[config.mk]
export PLATFORM = sky130hd
export DESIGN_NAME = pc_change_detector_flat
export DESIGN_NICKNAME = d
export VERILOG_FILES = /design/src/rtl/decomp_pkg.sv /design/src/rtl/pc_change_detector_if.sv /design/src/rtl/pc_change_detector_word_eq.sv /design/src/rtl/pc_change_detector.sv /design/src/flat_wrapper.sv
export SDC_FILE = /design/constraint.sdc
export NUM_CORES = 1
export LEC_CHECK = 0
export CAP_MARGIN = 10
export CORE_ASPECT_RATIO = 0.75
export CORE_MARGIN = 3
export CORE_UTILIZATION = 45
export CTS_CLUSTER_DIAMETER = 60
export DETAILED_ROUTE_END_ITERATION = 7
export GPL_ROUTABILITY_DRIVEN = 0
export PLACE_DENSITY = 0.72
export SYNTH_ARGS = -nofsm -noshare
export SYNTH_HDL_FRONTEND = slang
export SYNTH_HIERARCHICAL = 1
export SYNTH_SLANG_ARGS = --single-unit
[constraint.sdc]
create_clock -name clk -period 2 [get_ports clk]
set_clock_uncertainty 0.1 [all_clocks]
set_input_delay 0.3 -clock clk [delete_from_list [all_inputs] [get_ports clk]]
set_output_delay 0.3 -clock clk [all_outputs]
set_load 0.03 [all_outputs]
[src/rtl/decomp_pkg.sv]
// Shared types and defaults for the PC change detector in the decompressor front end.
// Contents:
//   PCD_WIDTH_DEFAULT  default PC width in bits
//   PCD_CNT_W_DEFAULT  default width of the saturating stable-PC counter
//   pcd_state_t        request FSM state encoding
package decomp_pkg;

  localparam int unsigned PCD_WIDTH_DEFAULT = 32;
  localparam int unsigned PCD_CNT_W_DEFAULT = 8;

  typedef enum logic [1:0] {
    EMPTY    = 2'd0,
    IDLE     = 2'd1,
    REQ      = 2'd2,
    REQ_PEND = 2'd3
  } pcd_state_t;

endpackage

[src/rtl/pc_change_detector_if.sv]
// Bus between the PC source / fetch stage and the PC change detector.
// Signals:
//   pc_i, pc_valid_i, flush_i  incoming PC stream (source -> detector)
//   req_valid_o, req_pc_o      fetch request (detector -> fetch)
//   req_ready_i                fetch accepts request (fetch -> detector)
//   equal_o, same_cnt_o        PC stability status (detector -> observers)
//   dropped_o                  pending PC overwritten pulse (detector -> observers)
// Modports: master = environment side, slave = detector side.
interface pc_change_detector_if #(
  parameter int unsigned WIDTH = 32,
  parameter int unsigned CNT_W = 8
) ();

  logic [WIDTH-1:0] pc_i;
  logic             pc_valid_i;
  logic             flush_i;
  logic             req_valid_o;
  logic [WIDTH-1:0] req_pc_o;
  logic             req_ready_i;
  logic             equal_o;
  logic [CNT_W-1:0] same_cnt_o;
  logic             dropped_o;

  modport master (
    output pc_i,
    output pc_valid_i,
    output flush_i,
    output req_ready_i,
    input  req_valid_o,
    input  req_pc_o,
    input  equal_o,
    input  same_cnt_o,
    input  dropped_o
  );

  modport slave (
    input  pc_i,
    input  pc_valid_i,
    input  flush_i,
    input  req_ready_i,
    output req_valid_o,
    output req_pc_o,
    output equal_o,
    output same_cnt_o,
    output dropped_o
  );

endinterface

[src/rtl/pc_change_detector_word_eq.sv]
// Pure combinational full-width equality cell.
// Ports:
//   a, b  words to compare
//   eq    1 when a == b
module word_eq #(
  parameter int unsigned WIDTH = 32
) (
  input  logic [WIDTH-1:0] a,
  input  logic [WIDTH-1:0] b,
  output logic             eq
);

  assign eq = (a == b);

endmodule

[src/rtl/pc_change_detector.sv]
// Registered PC change detector: samples the PC stream, issues a valid/ready fetch
// request for every new PC, buffers one pending PC while a request is stalled, and
// counts how long the PC has been stable.
// Ports:
//   clk    system clock, rising edge
//   rst_n  synchronous active-low reset
//   bus    slave side of pc_change_detector_if (PC stream in, fetch request out,
//          equal/same_cnt/dropped status out)
module pc_change_detector
  import decomp_pkg::*;
#(
  parameter int unsigned WIDTH = PCD_WIDTH_DEFAULT,
  parameter int unsigned CNT_W = PCD_CNT_W_DEFAULT
) (
  input  logic                 clk,
  input  logic                 rst_n,
  pc_change_detector_if.slave  bus
);

  localparam logic [CNT_W-1:0] CNT_MAX = '1;

  pcd_state_t       state_q;
  pcd_state_t       state_d;
  logic [WIDTH-1:0] last_pc_q;
  logic [WIDTH-1:0] pend_pc_q;
  logic [WIDTH-1:0] pend_pc_d;
  logic [WIDTH-1:0] req_pc_q;
  logic [WIDTH-1:0] req_pc_d;
  logic             req_valid_q;
  logic             equal_q;
  logic [CNT_W-1:0] same_cnt_q;
  logic             dropped_q;
  logic             dropped_d;

  logic             pc_eq;
  logic             change;
  logic             hs;

  // Single equality comparator: incoming PC vs last sampled PC.
  word_eq #(
    .WIDTH (WIDTH)
  ) u_pc_eq (
    .a  (bus.pc_i),
    .b  (last_pc_q),
    .eq (pc_eq)
  );

  // EMPTY forces the first valid PC after reset to count as a change.
  assign change = bus.pc_valid_i && ((state_q == EMPTY) || !pc_eq || bus.flush_i);
  assign hs     = req_valid_q && bus.req_ready_i;

  // State register.
  always_ff @(posedge clk) begin
    if (!rst_n) begin
      state_q <= EMPTY;
    end else begin
      state_q <= state_d;
    end
  end

  // Next-state logic.
  always_comb begin
    state_d = state_q;
    unique case (state_q)
      EMPTY: begin
        if (change) state_d = REQ;
      end
      IDLE: begin
        if (change) state_d = REQ;
      end
      REQ: begin
        if (hs && !change)      state_d = IDLE;
        else if (!hs && change) state_d = REQ_PEND;
      end
      REQ_PEND: begin
        if (hs && !change) state_d = REQ;
      end
      default: state_d = EMPTY;
    endcase
  end

  // Output / datapath next values: request PC, pending PC, drop pulse.
  always_comb begin
    req_pc_d  = req_pc_q;
    pend_pc_d = pend_pc_q;
    dropped_d = 1'b0;
    unique case (state_q)
      EMPTY, IDLE: begin
        if (change) req_pc_d = bus.pc_i;
      end
      REQ: begin
        if (hs && change)       req_pc_d  = bus.pc_i;
        else if (!hs && change) pend_pc_d = bus.pc_i;
      end
      REQ_PEND: begin
        if (hs) begin
          req_pc_d = pend_pc_q;
          if (change) pend_pc_d = bus.pc_i;
        end else if (change) begin
          // Newest PC wins; the older pending one is lost.
          pend_pc_d = bus.pc_i;
          dropped_d = 1'b1;
        end
      end
      default: ;
    endcase
  end

  // Registered outputs, PC history and stability counter.
  always_ff @(posedge clk) begin
    if (!rst_n) begin
      last_pc_q   <= '0;
      pend_pc_q   <= '0;
      req_pc_q    <= '0;
      req_valid_q <= 1'b0;
      equal_q     <= 1'b0;
      same_cnt_q  <= '0;
      dropped_q   <= 1'b0;
    end else begin
      req_pc_q    <= req_pc_d;
      pend_pc_q   <= pend_pc_d;
      dropped_q   <= dropped_d;
      req_valid_q <= (state_d == REQ) || (state_d == REQ_PEND);
      if (bus.pc_valid_i) begin
        last_pc_q <= bus.pc_i;
        equal_q   <= !change;
        if (change) begin
          same_cnt_q <= '0;
        end else if (same_cnt_q != CNT_MAX) begin
          same_cnt_q <= same_cnt_q + CNT_W'(1);
        end
      end
    end
  end

  assign bus.req_valid_o = req_valid_q;
  assign bus.req_pc_o    = req_pc_q;
  assign bus.equal_o     = equal_q;
  assign bus.same_cnt_o  = same_cnt_q;
  assign bus.dropped_o   = dropped_q;

endmodule

[src/flat_wrapper.sv]
// flat-port wrapper written by rule: the top's interface ports become plain ports
module pc_change_detector_flat import decomp_pkg::*;
#(
  parameter int unsigned WIDTH = PCD_WIDTH_DEFAULT,
  parameter int unsigned CNT_W = PCD_CNT_W_DEFAULT
)
  (clk, rst_n, bus_pc_i, bus_pc_valid_i, bus_flush_i, bus_req_ready_i, bus_req_valid_o, bus_req_pc_o, bus_equal_o, bus_same_cnt_o, bus_dropped_o);
  pc_change_detector_if #(.WIDTH(WIDTH), .CNT_W(CNT_W)) bus_i ();
  input  logic clk;
  input  logic rst_n;
  input wire logic [$bits(bus_i.pc_i)-1:0] bus_pc_i;
  input wire logic [$bits(bus_i.pc_valid_i)-1:0] bus_pc_valid_i;
  input wire logic [$bits(bus_i.flush_i)-1:0] bus_flush_i;
  input wire logic [$bits(bus_i.req_ready_i)-1:0] bus_req_ready_i;
  output wire logic [$bits(bus_i.req_valid_o)-1:0] bus_req_valid_o;
  output wire logic [$bits(bus_i.req_pc_o)-1:0] bus_req_pc_o;
  output wire logic [$bits(bus_i.equal_o)-1:0] bus_equal_o;
  output wire logic [$bits(bus_i.same_cnt_o)-1:0] bus_same_cnt_o;
  output wire logic [$bits(bus_i.dropped_o)-1:0] bus_dropped_o;
  assign bus_i.pc_i = bus_pc_i;
  assign bus_i.pc_valid_i = bus_pc_valid_i;
  assign bus_i.flush_i = bus_flush_i;
  assign bus_i.req_ready_i = bus_req_ready_i;
  assign bus_req_valid_o = bus_i.req_valid_o;
  assign bus_req_pc_o = bus_i.req_pc_o;
  assign bus_equal_o = bus_i.equal_o;
  assign bus_same_cnt_o = bus_i.same_cnt_o;
  assign bus_dropped_o = bus_i.dropped_o;
  pc_change_detector #(.WIDTH(WIDTH), .CNT_W(CNT_W)) u_core (.clk(clk), .rst_n(rst_n), .bus(bus_i));
endmodule
==> flow_metrics.tcl, run 1 <==
set metrics [dict create \
    status "complete, but fails checks" \
    violations "setup timing" \
    start_util_pct 46.6 \
    clock_path_buffers 2 \
    worstHoldStart "bus_pc_i[9]" \
    fp-row-count 32 \
    ir_worst_vdd_v 0.000436 \
    drv_cap 0 \
    hold_end "u_core/last_pc_q[9]" \
    hold_viol_final 0 \
    viasPerCell 5.14 \
    first_pass_iters 4 \
    clock_sinks 108 \
    max_slew_margin_pct 69.5 \
    async_flop_share_pct 0 \
    portBuffers 79 \
    path_max_fanout 4 \
    synthTopCellsByCount "dfxtp_1, mux2i_1, nand2_1" \
    io_pins 80 \
    clkSlewWorstSetupHoldPaths_ns 0.07 \
    htreeDepth 3 \
    worstMarginPinSlew_ns 0.456 \
    syn_nets 540 \
    place_area_sq_um 5920 \
    route.final.wire_length_um 11600 \
    avgSynthCellArea_sq_um 9.67 \
    yosysTopAreaCellShare_pct 44.5 \
    hpwl_um 7720 \
    fmax_mhz 409 \
    yosysSeqAreaShare_pct 44.5 \
    clock_latency_ns 0.35 \
    rsz0062_at_grt "yes" \
    r2r_start "u_core/last_pc_q[25]" \
    reg2regPathDepth 8 \
    syn_inst 502 \
    drc_errors 0 \
    synth-edff-count 0 \
    grt_max_degree 57 \
    die-area_sq_um 12100 \
    drtIter0Drc 234 \
    core_area_sq_um 10400 \
    cts_tree "done" \
    drive_above_1_share_pct 18.5 \
    antennaDiodeCount 0 \
    finalMaxSlewViolations 0 \
    grt_pass1_vias 3710 \
    min_period_over_period_pct 122 \
    grt_antenna_before_repair 0 \
    p_total_w 0.00486 \
    cts_buffers 9 \
    setup_slack_ns -0.444 \
    end_kind "flop" \
    finalCriticalPeriod_ns 2.44 \
    dp.cells 712 \
    ff2ff_setup_slack_ns -0.43 \
    worstSetupStartpointType "primary input" \
    layout.nets 633 \
    powerDensity_nw_per_um2 749 \
    final_antenna_net_count 0 \
    crit_type "primary input to flop" \
    grt-ovfl-total 0 \
    arrival_ns 2.62 \
    die_w_um 126 \
    netlist_area_sq_um 4860 \
    cts_hold_buf 0 \
    synth.area.top_cells "dfxtp_1, mux2i_1, mux2_2, xor2_1, nand2_1" \
    finalInstanceArea_sq_um 6480 \
    syn_to_final_growth_pct 33.5 \
    p_leak_nw 2.94 \
    report.final.setup_viol 76 \
    grt_util_all_layers_pct 19.8 \
    rr_endpoint "u_core/bus.same_cnt_o[3]" \
    final_cells 736 \
    ys_ff_latch 108 \
    grt_pass1_wl_um 18900 \
    vias 3784 \
    whs_path_depth 3 \
    required_ns 2.18 \
    multi_input_area_sq_um 2660 \
    ys_warn_count 6 \
    hold_slack_ns 0.217 \
    synth_cell_type_count 41 \
    yosysTopAreaCell "dfxtp_1" \
    fillers 857 \
    die_h_um 96.0 \
    hp-class "primary input to flop" \
    yosysMostFrequentCell "dfxtp_1" \
    yosys_most_used_dff "dfxtp_1" \
    regArea_sq_um 2160 \
    clockRootBuffer "clkbuf_16" \
    wl_per_cell_um 15.8 \
]
-- registers in the layout, summed over array words and instances (netlist names) --
signal,count
u_core/bus.dropped_o,1
u_core/bus.equal_o,1
u_core/bus.req_pc_o,32
u_core/bus.same_cnt_o,8
u_core/last_pc_q,32
u_core/pend_pc_q,32
u_core/state_q,2
-- through the flow --
step                      TNS [ns]  setup WS (ns)  utilization (%)
after floorplan              -1.57         -0.175                -
after global placement      -57.90         -0.917             56.9
after detailed placement    -60.04         -0.960             56.9
after CTS                   -20.62         -0.420             62.0
after global routing        -31.08         -0.534             62.3
final                       -22.82         -0.444             62.3
-- cells in the final DEF, fill, tap and decap left out, types with 3 or more instances in the layout --
master and instances:
mux2i_1 92, nand2b_1 5, dlygate4sd2_1 14, xor2_1 30
nand4_1 5, nor4_2 5, clkdlybuf4s50_1 59, mux2_2 32
buf_16 3, inv_6 3, mux2i_2 5, nor4_1 4
buf_12 7, buf_4 22, nor2_1 72, dfxtp_1 107
nand2_1 72, dlymetal6s2s_1 4, clkbuf_16 9, nand3_1 4
-- cell type report --
type | instances | share of cell area [%]
Sequential cell | 108 | 33.4
Clock inverter | 6 | 0.714
Multi-Input combinational cell | 359 | 40.9
Clock buffer | 10 | 3.69
Tap cell | 136 | 2.62
Timing Repair Buffer | 114 | 18.5
Inverter | 3 | 0.174
-- report_power, final --
group	switching, W	internal [W]
combinational	0.000420	0.000385
clock	0.000842	0.000891
sequential	0.0000660	0.00226
total	0.00133	0.00353
-- logic make-up after synthesis --
logic type | Yosys count | share of synthesized area (%)
compound gates | 17 | 2.42
xor+xnor | 33 | 5.95
fa+ha+maj | 1 | 0.258
buf+inv | 35 | 3.76
flops | 108 | 44.5
mux | 129 | 27.4
simple gates | 179 | 15.7
-- how the worst max path moves through the flow --
stage,to,slack [ns],startpoint
2_1_floorplan,u_core/bus.same_cnt_o[2],-0.17,u_core/last_pc_q[20]
3_3_place_gp,u_core/bus.same_cnt_o[2],-0.92,bus_pc_i[24]
6_report,u_core/bus.same_cnt_o[3],-0.44,bus_pc_i[10]
5_1_grt,u_core/bus.same_cnt_o[2],-0.53,u_core/last_pc_q[17]
4_1_cts,u_core/bus.same_cnt_o[2],-0.42,u_core/last_pc_q[17]
3_5_place_dp,u_core/bus.same_cnt_o[2],-0.96,bus_pc_i[24]
-- layer usage --
metal  global-route usage [%]  routed length (um)
met4                     6.07                 153
met5                        0                   0
met1                     26.9                5640
met3                     4.77                 583
met2                     31.6                5210
-- critical path: stages --
cell             delay, ns
clkdlybuf4s50_1       0.47
xor2_1                0.19
nor4_2                0.29
nand4_1               0.13
nor2_1                0.13
nand2b_1              0.08
or3b_4                0.41
or4_1                 0.47
a31oi_1               0.15
-- repair_timing --
item,4_1_cts,5_1_grt
pin swaps,10,10
setup endpoints to repair,77,76
cloned,4,0
buffers inserted,5,1
gates resized for setup,37,16
No activity file was read; power rests on OpenSTA's default activity.
==> inputs of run 2 (changes only) <==
- CELL_PAD_IN_SITES_DETAIL_PLACEMENT: unset -> 1
- CELL_PAD_IN_SITES_GLOBAL_PLACEMENT: unset -> 1
- CORE_UTILIZATION: 45 -> 37
- PLACE_DENSITY: 0.72 -> unset
- PLACE_DENSITY_LB_ADDON: unset -> 0.1
==> flow_metrics.tcl, run 2 (same netlist as run 1, synthesis figures left out) <==
set metrics [dict create \
    hold_slack_ns 0.192 \
    crit_chain "xor2_1 > nor4_1 > nand4_1 > nor2_2 > nand2b_1 > or3b_4 > buf_4 > or4_1 > a31oi_1" \
    final_antenna_net_count 0 \
    rsz0062_at_grt "yes" \
    status "complete, but fails checks" \
    clock_sinks 108 \
    drtIter0Drc 153 \
    worstMarginPinSlew_ns 0.505 \
    die_h_um 105 \
    crit_buf_inv 1 \
    final_cells 767 \
    ff2ff_setup_slack_ns -0.47 \
    finalInstanceArea_sq_um 6670 \
    htreeDepth 3 \
    wl_met2_um 6170 \
    drv_cap 0 \
    clkSlewWorstSetupHoldPaths_ns 0.07 \
    worstHoldStart "rst_n" \
    fp-row-count 35 \
    whs_path_depth 3 \
    syn_to_final_growth_pct 37.3 \
    p_leak_nw 3.06 \
    required_ns 2.18 \
    crit_type "flop to flop" \
    met1_length_um 6570 \
    cts_tree "done" \
    hold_viol_final 0 \
    met3_length_um 376 \
    core_area_sq_um 12600 \
    vias 3837 \
    min_period_over_period_pct 123 \
    grt_antenna_before_repair 0 \
    clockRootBuffer "clkbuf_16" \
    first_pass_iters 4 \
    hold_end "u_core/bus.equal_o" \
    finalMaxSlewViolations 0 \
    hp-class "primary input to flop" \
    cts_buffers 9 \
    reg2regPathDepth 9 \
    hpwl_um 8740 \
    clock_latency_ns 0.35 \
    cp_top_family "simple AND/OR/NAND/NOR gates" \
    grt-ovfl-total 0 \
    worstSetupStartpointType "flop" \
    violations "setup timing" \
    viasPerCell 5.00 \
    finalCriticalPeriod_ns 2.47 \
    die-area_sq_um 14500 \
    grt_util_all_layers_pct 18.5 \
    top_layer "met4" \
    layout.nets 634 \
    grt_pass1_vias 4007 \
    drive_above_1_share_pct 19.5 \
    end_kind "flop" \
    io_pins 80 \
    r2r_start "u_core/last_pc_q[19]" \
    dpl_worst_slack_ns -1.19 \
    layout_commonest_cell "dfxtp_1" \
    most-common-layout-cells "dfxtp_1, mux2i_1, nand2_1" \
    portBuffers 79 \
    ir_worst_vdd_v 0.000525 \
    cp_slowest_cell "or3b_4" \
    report.final.setup_viol 76 \
    path_max_fanout 2 \
    max_slew_margin_pct 66.2 \
    die_w_um 138 \
    clock_path_buffers 2 \
    setup_slack_ns -0.467 \
    start_util_pct 38.6 \
    fillers 1369 \
    dp.cells 741 \
    arrival_ns 2.64 \
    grt_pass1_wl_um 21500 \
    rr_endpoint "u_core/bus.same_cnt_o[3]" \
    drc_errors 0 \
    grt_max_degree 43 \
    wl_per_cell_um 17.4 \
    max_stage_delay_ns 0.40 \
    finalSetupTns_ns -21.62 \
    antennaDiodeCount 0 \
    fmax_mhz 405 \
    place_area_sq_um 5970 \
    route.final.wire_length_um 13300 \
    cts_hold_buf 0 \
    powerDensity_nw_per_um2 786 \
]
[run 2: layout make-up]
type | count | area (sq um) | area share [%]
tap | 166 | 208 | 3.11
timing repair buffer | 115 | 1260 | 18.9
clock buffer | 11 | 243 | 3.64
sequential | 108 | 2170 | 32.5
clock inverter | 5 | 106 | 1.59
multi-input combinational | 359 | 2680 | 40.1
inverter | 3 | 11.3 | 0.169
[run 2: stage by stage]
stage | utilization [%] | total power, W
3_5_place_dp | 47.5 | 0.00313
4_1_cts | 52.4 | 0.00530
6_report | 53.1 | 0.00524
3_3_place_gp | 47.5 | 0.00311
5_1_grt | 53.1 | 0.00545
2_1_floorplan | - | 0.00281
[run 2: per-layer routing]
metal / vias to the layer above / GRT usage, %
met3: 11 / 3.99
li1: 1879 / -
met4: 0 / 5.57
met1: 1889 / 25.0
met2: 58 / 29.8
met5: - / 0
[run 2: worst register-to-register path, delay by kind of cell, from the launching register on]
family | cells | cell delay [ns]
AO/OA/AOI/OAI | 1 | 0.14
AND/OR/NAND/NOR | 6 | 1.51
buffers and inverters | 1 | 0.14
XOR/XNOR | 1 | 0.18
flip-flops | 1 | 0.32
[run 2: worst max-delay path by stage]
stage	start	end	slack [ns]	depth (start not counted)
global placement	bus_pc_i[12]	u_core/bus.same_cnt_o[2]	-1.12	9
CTS	u_core/last_pc_q[0]	u_core/bus.same_cnt_o[2]	-0.51	8
finish	u_core/last_pc_q[19]	u_core/bus.same_cnt_o[3]	-0.47	9
global route	u_core/last_pc_q[10]	u_core/bus.same_cnt_o[3]	-0.51	9
detailed placement	bus_pc_i[12]	u_core/bus.same_cnt_o[2]	-1.19	9
floorplan	u_core/last_pc_q[20]	u_core/bus.same_cnt_o[2]	-0.17	8
[run 2: where the power goes]
| group | total (W) | switching (W) | internal, W | leakage, nW |
|---|---|---|---|---|
| Clock | 0.00209 | 0.000825 | 0.00126 | 0.166 |
| Sequential | 0.00232 | 0.0000663 | 0.00226 | 0.886 |
| Combinational | 0.000830 | 0.000439 | 0.000391 | 2.01 |
[run 2: timing repair]
item	in CTS	in global routing
endpoints found under the hold margin	0	0
buffers inserted	5	2
endpoints found under the setup margin	77	77
resized for setup	44	22
pin swaps	12	14
gates cloned	5	0
==> inputs of run 3 (changes only) <==
- CAP_MARGIN: 10 -> 20
- SLEW_MARGIN: unset -> 20
==> results of run 3 <==
Same layout as run 2: the final DEF is identical, and so are final timing and power.
